==> config.mk <==
export PLATFORM = sky130hd
export DESIGN_NAME = e4m3_alu_driver
export DESIGN_NICKNAME = d
export VERILOG_FILES = /design/src/rtl/e4m3_alu_driver.sv
export SDC_FILE = /design/constraint.sdc
export NUM_CORES = 1
export LEC_CHECK = 0
export CAP_MARGIN = 40
export CORE_MARGIN = 2
export CORE_UTILIZATION = 48
export DETAILED_ROUTE_END_ITERATION = 10
export HOLD_SLACK_MARGIN = 0.12
export PLACE_DENSITY = 0.84
export SLEW_MARGIN = 10
export SYNTH_ARGS = -nofsm -noshare
export SYNTH_HDL_FRONTEND = slang
export SYNTH_SLANG_ARGS = --single-unit
==> constraint.sdc <==
create_clock -name clock -period 5.07 [get_ports clock]
set_clock_uncertainty 0.05 [all_clocks]
set_input_delay 0.7605 -clock clock [delete_from_list [all_inputs] [get_ports clock]]
set_output_delay 0.7605 -clock clock [all_outputs]
set_load 0.02 [all_outputs]
==> src/rtl/e4m3_alu_driver.sv <==
`default_nettype none
// ============================================================================
// Module   : e4m3_alu_driver
// Function : Valid/ready request/response front end for the alu_e4m3 core;
//            one operation in flight, fixed ALU latency, registered outputs.
// Revision : 1.0 - initial release
// ============================================================================
module e4m3_alu_driver #(
    parameter int ALU_LATENCY = 1
) (
    input  logic        clock,
    input  logic        reset,
    input  logic        req_valid,
    output logic        req_ready,
    input  logic [7:0]  req_a,
    input  logic [7:0]  req_b,
    input  logic [3:0]  req_op,
    output logic        rsp_valid,
    input  logic        rsp_ready,
    output logic [7:0]  rsp_y,
    output logic        rsp_err,
    output logic [7:0]  alu_a,
    output logic [7:0]  alu_b,
    output logic [3:0]  alu_ctrl,
    input  logic [7:0]  alu_y,
    output logic        busy,
    output logic [15:0] done_count
);

    localparam logic [3:0] c_lat    = 4'(ALU_LATENCY);
    localparam logic [3:0] c_op_add = 4'b0001;
    localparam logic [3:0] c_op_mul = 4'b0010;

    typedef enum logic [1:0] {
        S_IDLE = 2'd0,
        S_WAIT = 2'd1,
        S_RESP = 2'd2
    } state_t;

    state_t      r_state;
    logic [3:0]  r_cnt;
    logic        r_req_ready;
    logic        r_rsp_valid;
    logic [7:0]  r_rsp_y;
    logic        r_rsp_err;
    logic [7:0]  r_alu_a;
    logic [7:0]  r_alu_b;
    logic [3:0]  r_alu_ctrl;
    logic        r_busy;
    logic [15:0] r_done_count;
    logic        w_legal;

    assign w_legal = (req_op == c_op_add) || (req_op == c_op_mul);

    always_ff @(posedge clock or posedge reset) begin
        if (reset) begin
            r_state      <= S_IDLE;
            r_cnt        <= 4'd0;
            r_req_ready  <= 1'b0;
            r_rsp_valid  <= 1'b0;
            r_rsp_y      <= 8'd0;
            r_rsp_err    <= 1'b0;
            r_alu_a      <= 8'd0;
            r_alu_b      <= 8'd0;
            r_alu_ctrl   <= 4'd0;
            r_busy       <= 1'b0;
            r_done_count <= 16'd0;
        end else begin
            case (r_state)
                S_IDLE: begin
                    r_req_ready <= 1'b1;
                    if (req_valid && r_req_ready) begin
                        r_req_ready <= 1'b0;
                        r_busy      <= 1'b1;
                        if (w_legal) begin
                            r_alu_a    <= req_a;
                            r_alu_b    <= req_b;
                            r_alu_ctrl <= req_op;
                            r_cnt      <= c_lat;
                            r_state    <= S_WAIT;
                        end else begin
                            r_rsp_y    <= 8'd0;
                            r_rsp_err  <= 1'b1;
                            r_alu_ctrl <= 4'd0;
                            r_state    <= S_RESP;
                        end
                    end
                end
                S_WAIT: begin
                    if (r_cnt == 4'd0) begin
                        r_rsp_y     <= alu_y;
                        r_rsp_err   <= 1'b0;
                        r_rsp_valid <= 1'b1;
                        r_state     <= S_RESP;
                    end else begin
                        r_cnt <= r_cnt - 4'd1;
                    end
                end
                S_RESP: begin
                    // An illegal op enters RESP with valid still low; raise it one edge later.
                    if (!r_rsp_valid) begin
                        r_rsp_valid <= 1'b1;
                    end else if (rsp_ready) begin
                        r_rsp_valid  <= 1'b0;
                        r_req_ready  <= 1'b1;
                        r_busy       <= 1'b0;
                        r_alu_a      <= 8'd0;
                        r_alu_b      <= 8'd0;
                        r_alu_ctrl   <= 4'd0;
                        r_done_count <= r_done_count + 16'd1;
                        r_state      <= S_IDLE;
                    end
                end
                default: r_state <= S_IDLE;
            endcase
        end
    end

    assign req_ready  = r_req_ready;
    assign rsp_valid  = r_rsp_valid;
    assign rsp_y      = r_rsp_y;
    assign rsp_err    = r_rsp_err;
    assign alu_a      = r_alu_a;
    assign alu_b      = r_alu_b;
    assign alu_ctrl   = r_alu_ctrl;
    assign busy       = r_busy;
    assign done_count = r_done_count;

endmodule
`default_nettype wire

; ---- After elaboration in Yosys (flattened, before gate mapping)
; Cells that the tools add are included.
[op_classes]
add_sub_neg = 2
eq_ne = 11
muxes = 43
n_reduce_logical = 15
[op_table]
columns = cell, n
row1 = $mux 8, 9
row2 = $pmux 8 s2, 3
row3 = $mux 4, 7
row4 = $add 16x1->16 const B, 1
row5 = $pmux 4 s2, 2
row6 = $reduce_and 4->1, 4
row7 = $ne 2x2->1 const B, 7
row8 = $mux 1, 12
row9 = $mux 2, 5
row10 = $pmux 1 s2, 4
row11 = $pmux 2 s3, 1
row12 = $reduce_and 3->1, 2
row13 = $reduce_bool 2->1, 3
row14 = $reduce_and 5->1, 1
row15 = $eq 4x1->1 const B, 1
row16 = $eq 4x2->1 const B, 1
row17 = $logic_not 4->1, 1
row18 = $sub 4x1->4 const B, 1
row19 = $eq 2x1->1 const B, 1
row20 = $eq 2x2->1 const B, 1
row21 = $logic_not 2->1, 1
row22 = $reduce_and 2->1, 1
row23 = $logic_and 1x1->1, 1
row24 = $logic_or 1x1->1, 1
[word_totals]
ff_bits = 54
word_cells = 82

; ---- Logic depth before layout (Yosys ltp)
[logic_depth]
ltp_word = 5
depth_mapped = 6
mapped_depth_nobuf = 6

; ---- Least setup slack after synthesis
; No wires, ideal clock.
[synth_timing]
kind = input -> register
startpoint = input req_op[0]
endpoint = register r_rsp_y[0], in the netlist rsp_y[0]
t_arrival_ps = 1607
required_ps = 4953
path_slack_ps = 3346
cell_stages = 4
cell_sequence = xor2_1 nand3_1 o21ai_1 a22o_1
[synth_via]
elab_chain_len = 4
word_cells_on_any_way = 5
[synth_rtl]
columns = item, line
row1 = from (decl), 17  ; input logic [3:0] req_op,
row2 = $eq 4x1->1 / $eq 4x2->1 (equally long branches), 53  ; assign w_legal = (req_op == c_op_add) || (req_op == c_op_mul);
row3 = $logic_or 1x1->1 *, 53
row4 = $ne 2x2->1 (no source line) *, n/a
row5 = $reduce_and 4->1 (no source line) *, n/a
row6 = to (signal assigned), 91  ; r_rsp_y <= alu_y;
row7 = to (decl), 44  ; logic [7:0] r_rsp_y;
; Every way passes the cells marked *; elsewhere a longest branch is shown, timed or not.
; A chain may end at the register's enable or synchronous reset.

; ---- Worst setup path after layout
[layout_timing]
startpoint = register r_cnt[0]
endpoint = register r_rsp_y[6], in the netlist rsp_y[6]
[layout_via]
elab_chain_len = 3
[layout_rtl]
columns = item, line
row1 = from (decl), 41  ; logic [3:0] r_cnt;
row2 = from (signal assigned), 79  ; r_cnt <= c_lat;
row3 = from (signal assigned), 96  ; r_cnt <= r_cnt - 4'd1;
row4 = $logic_not 4->1, 90  ; if (r_cnt == 4'd0) begin
row5 = $ne 2x2->1 (no source line), n/a
row6 = $reduce_and 4->1 (no source line), n/a
; Every way passes these cells.

==> impl_metrics.prom <==
# TYPE chip_impl_metric gauge
chip_impl_metric{name="y_dimension_of_the_die",unit="µm"} 73.7
chip_impl_metric{name="maxSlewHeadroom",unit="%"} 52.2
chip_impl_metric{name="synth-adder-area-share",unit="%"} 1.61
chip_impl_metric{name="synth.mux.area_fraction",unit="%"} 0.483
chip_impl_metric{name="clock_insertion_delay_worst_skew",unit="ps"} 300
chip_impl_metric{name="ir_worst_vdd",unit="V"} 0.000244
chip_impl_info{name="synth_top_family_by_area",value="simple AND/OR/NAND/NOR gates"} 1
chip_impl_metric{name="cellLeakagePower",unit="nW"} 1.48
chip_impl_metric{name="worst-slew-pin-transition",unit="ps"} 714
chip_impl_metric{name="p_int",unit="W"} 0.000979
chip_impl_metric{name="synthesis.area_per_instance",unit="µm²"} 11.0
chip_impl_metric{name="die_outline_area",unit="mm²"} 0.00543
chip_impl_metric{name="worst_ep_arrival_time",unit="ps"} 2640
chip_impl_metric{name="grt_max_degree",unit=""} 33
chip_impl_metric{name="clkTransAtPathRegs",unit="ps"} 90
chip_impl_metric{name="fraction_of_layout_instances_using_a_drive_strength_above_1",unit="%"} 5.46
chip_impl_metric{name="max_freq",unit="MHz"} 401
chip_impl_metric{name="finalWorstPathRequiredPeriod",unit="ps"} 2490
chip_impl_metric{name="worst-path-max-fanout",unit=""} 11
chip_impl_metric{name="num_antenna_cells",unit=""} 0
chip_impl_metric{name="sequentialPowerShare",unit="%"} 41.5
chip_impl_metric{name="antenna_found_initial",unit=""} 0
chip_impl_metric{name="fin_setup_tns",unit="ps"} 0
chip_impl_metric{name="combinationalPowerShare",unit="%"} 40.4
chip_impl_info{name="clock-root-buffer",value="sky130_fd_sc_hd__clkbuf_8"} 1
chip_impl_metric{name="drt-initial-drc-count",unit=""} 93
chip_impl_metric{name="synth-warning-count",unit=""} 0
chip_impl_metric{name="switchingPower",unit="W"} 0.000547
chip_impl_metric{name="max_cap_viol_count",unit=""} 0
chip_impl_metric{name="reg2regPathDepth",unit=""} 6
chip_impl_metric{name="post_cts.repair.setup_buffers",unit=""} 0
chip_impl_metric{name="final-hold-violation-count",unit=""} 0
chip_impl_metric{name="yosysUniqueCellTypes",unit=""} 40
chip_impl_metric{name="cts_buffer_depth",unit=""} 2
chip_impl_metric{name="aggregate_routed_wire_length",unit="µm"} 4910
chip_impl_metric{name="area.sequential",unit="mm²"} 0.00135
chip_impl_metric{name="hpwlAfterDp",unit="µm"} 3680
chip_impl_metric{name="placement_rows",unit=""} 25
chip_impl_info{name="class_of_the_most_critical_hold_timing_path",value="flop to flop"} 1
chip_impl_info{name="end_kind",value="flop"} 1
chip_impl_metric{name="filler_cell_count",unit=""} 357
chip_impl_metric{name="worst_hold_path.num_cells",unit=""} 1
chip_impl_metric{name="synth-compound-area-share",unit="%"} 12.7
chip_impl_metric{name="maxSlewViolCount",unit=""} 0
chip_impl_metric{name="post_syn_nets",unit=""} 247
chip_impl_metric{name="post-route-period-util",unit="%"} 49.2
chip_impl_metric{name="die_width",unit="µm"} 73.7
chip_impl_metric{name="power_density",unit="mW/mm²"} 466
chip_impl_metric{name="detail-route-antenna-nets",unit=""} 0
chip_impl_metric{name="synth_seq_cells",unit=""} 54
chip_impl_metric{name="synth-xor-area-share",unit="%"} 6.01
chip_impl_metric{name="area.growth.synth_to_final",unit="%"} 40.3
chip_impl_metric{name="globalRoute.totalOverflow",unit=""} 0
chip_impl_metric{name="postSynthCellCount",unit=""} 212
chip_impl_metric{name="power_frac_clock",unit="%"} 18.1
chip_impl_metric{name="route.detailed.wl_per_inst",unit="µm"} 14.1
chip_impl_metric{name="synth_area_in_simple_gates",unit="%"} 18.0
chip_impl_metric{name="grt_first_pass_wirelength",unit="µm"} 8200
chip_impl_metric{name="multiInputGateArea",unit="µm²"} 905
chip_impl_metric{name="remaining_drc_errors",unit=""} 0
chip_impl_info{name="rsz0062_at_grt",value="no"} 1
chip_impl_metric{name="switching_share",unit="%"} 35.8
chip_impl_metric{name="portBuffers",unit=""} 79
chip_impl_metric{name="tritoncts_num_sinks",unit=""} 54
chip_impl_info{name="timing_worst_setup_path_type",value="flop to flop"} 1
chip_impl_info{name="run_status",value="finished, final reports clean"} 1
chip_impl_metric{name="first_global_vias",unit=""} 1777
chip_impl_metric{name="via_per_inst",unit=""} 5.18
chip_impl_metric{name="cts_htree_levels",unit=""} 2
chip_impl_metric{name="cts_resized",unit=""} 0
chip_impl_metric{name="cts_made_buffers",unit=""} 5
chip_impl_info{name="clock_tree_from_tritoncts",value="yes"} 1
chip_impl_metric{name="final_setup_violating_endpoints",unit=""} 0
chip_impl_metric{name="floorplan.initialDensity",unit="%"} 49.7
chip_impl_metric{name="critPathRequiredTime",unit="ps"} 5210
chip_impl_metric{name="ioPinCount",unit=""} 80
chip_impl_metric{name="synth_sequential_area_ratio",unit="%"} 58.0
chip_impl_metric{name="synth_area",unit="mm²"} 0.00233
chip_impl_metric{name="detail_route.first_pass.iterations",unit=""} 4
chip_impl_metric{name="fin_hold_ws",unit="ps"} 422
chip_impl_metric{name="area_of_the_core",unit="mm²"} 0.00469
chip_impl_metric{name="gp_routability_congestion",unit=""} 0.743
chip_impl_metric{name="vias",unit=""} 1799
chip_impl_metric{name="layout.nets",unit=""} 327
chip_impl_info{name="crit_path_start_kind",value="flop"} 1
chip_impl_metric{name="cts.hold.buffers_added",unit=""} 0
chip_impl_metric{name="gr-usage-all-layers",unit="%"} 19.7
==> metal layers <==
layer / track usage [%] / vias up / wire, µm
met5: 0 / - / 0
met4: 6.67 / 0 / 70
met3: 4.12 / 8 / 260
met2: 33.6 / 60 / 2470
met1: 24.7 / 855 / 2100
li1: - / 876 / -
==> synthesized netlist by cell type, drive strengths merged <==
master	instances	area (µm²)
a21o	1	7.51
a21oi	5	28.8
a22o	10	87.6
a31oi	1	21.3
and2	2	12.5
and2b	1	7.51
and3	5	31.3
and4	1	8.76
and4b	1	10.0
and4bb	1	16.3
buf	6	40.0
clkbuf	1	5.00
dfrtp	54	1350
ha	3	37.5
inv	8	30.0
mux2	1	11.3
nand2	39	146
nand2b	1	6.26
nand3	5	37.5
nand3b	1	7.51
nand4	4	40.0
nor2	13	48.8
nor3	4	30.0
o21ai	20	100
o21bai	1	7.51
o22a	3	26.3
o2bb2ai	1	8.76
o31a	1	8.76
or2b	1	7.51
or3b	1	8.76
xnor2	7	61.3
xor2	9	78.8
==> power by group through the flow <==
| stage | clock, W | sequential (W) | combinational (W) |
|---|---|---|---|
| 6_report | 0.000276 | 0.000633 | 0.000617 |
| 3_5_place_dp | 0 | 0.000642 | 0.000623 |
| 2_1_floorplan | 0 | 0.000739 | 0.000256 |
| 3_3_place_gp | 0 | 0.000637 | 0.000599 |
| 5_1_grt | 0.000305 | 0.000651 | 0.000671 |
| 4_1_cts | 0.000285 | 0.000635 | 0.000624 |
==> per-stage QoR <==
stage | worst slack [ps] | instance area, µm² | utilization (%) | cells | power, W
after floorplan | 2940 | 2330 | - | 212 | 0.000995
after global placement | 2490 | 3140 | 67.0 | 338 | 0.00124
after detailed placement | 2350 | 3160 | 67.4 | 339 | 0.00126
after CTS | 2550 | 3270 | 69.7 | 347 | 0.00154
after global routing | 2390 | 3270 | 69.7 | 347 | 0.00163
final | 2580 | 3270 | 69.7 | 347 | 0.00153
==> kinds of logic after synthesis <==
| kind of cell | after synthesis |
|---|---|
| simple gates | 80 |
| xor+xnor | 16 |
| compound gates | 43 |
| buf+inv | 15 |
| flops | 54 |
| fa+ha+maj | 3 |
| mux | 1 |
==> worst max-delay path, cell delays in order (launching register included) <==
cell and delay [ps]:
sky130_fd_sc_hd__dfrtp_1 380, sky130_fd_sc_hd__inv_1 110, sky130_fd_sc_hd__ha_1 160, sky130_fd_sc_hd__or3b_1 460
sky130_fd_sc_hd__nor2_1 590, sky130_fd_sc_hd__o21ai_1 360, sky130_fd_sc_hd__a22o_1 270
==> path summary, 6_finish.rpt <==
| path | from | to | slack (ps) |
|---|---|---|---|
| min | done_count[15] | done_count[15] | 420 |
| max in group asynchronous | reset | r_cnt[3] | 3650 |
| min in group asynchronous | reset | done_count[5] | 780 |
| min reg2reg | done_count[15] | done_count[15] | 420 |
| max reg2reg | r_cnt[0] | rsp_y[6] | 2580 |
| max | r_cnt[0] | rsp_y[6] | 2580 |
==> cells in the final DEF (no fill, tap or decap), drive strengths merged, types with 2 or more instances in the layout <==
cell type	netlist	layout
o21ai	20	20
xor2	9	9
xnor2	7	7
o22a	3	3
and2	2	2
clkdlybuf4s50	0	79
inv	8	8
nor2	13	13
ha	3	3
nand2	39	39
nor3	4	4
a22o	10	10
nand4	4	4
clkbuf	1	7
a21oi	5	5
dfrtp	54	54
nand3	5	5
and3	5	5
==> sequential cells by signal, summed over array words and instances, names as in the netlist <==
register and flops:
done_count 16, alu_a 8, alu_b 8, rsp_y 8, alu_ctrl 4, r_cnt 4, r_state 2, busy 1
req_ready 1, rsp_err 1, rsp_valid 1
==> area by class of cell <==
cell class	count	area share, %
clock buffer	7	2.33
clock inverter	1	0.918
inverter	8	0.918
multi-input combinational	143	27.7
sequential	54	41.3
tap	54	2.07
timing repair buffer	80	24.8
Power figures use the tool's default switching activity.
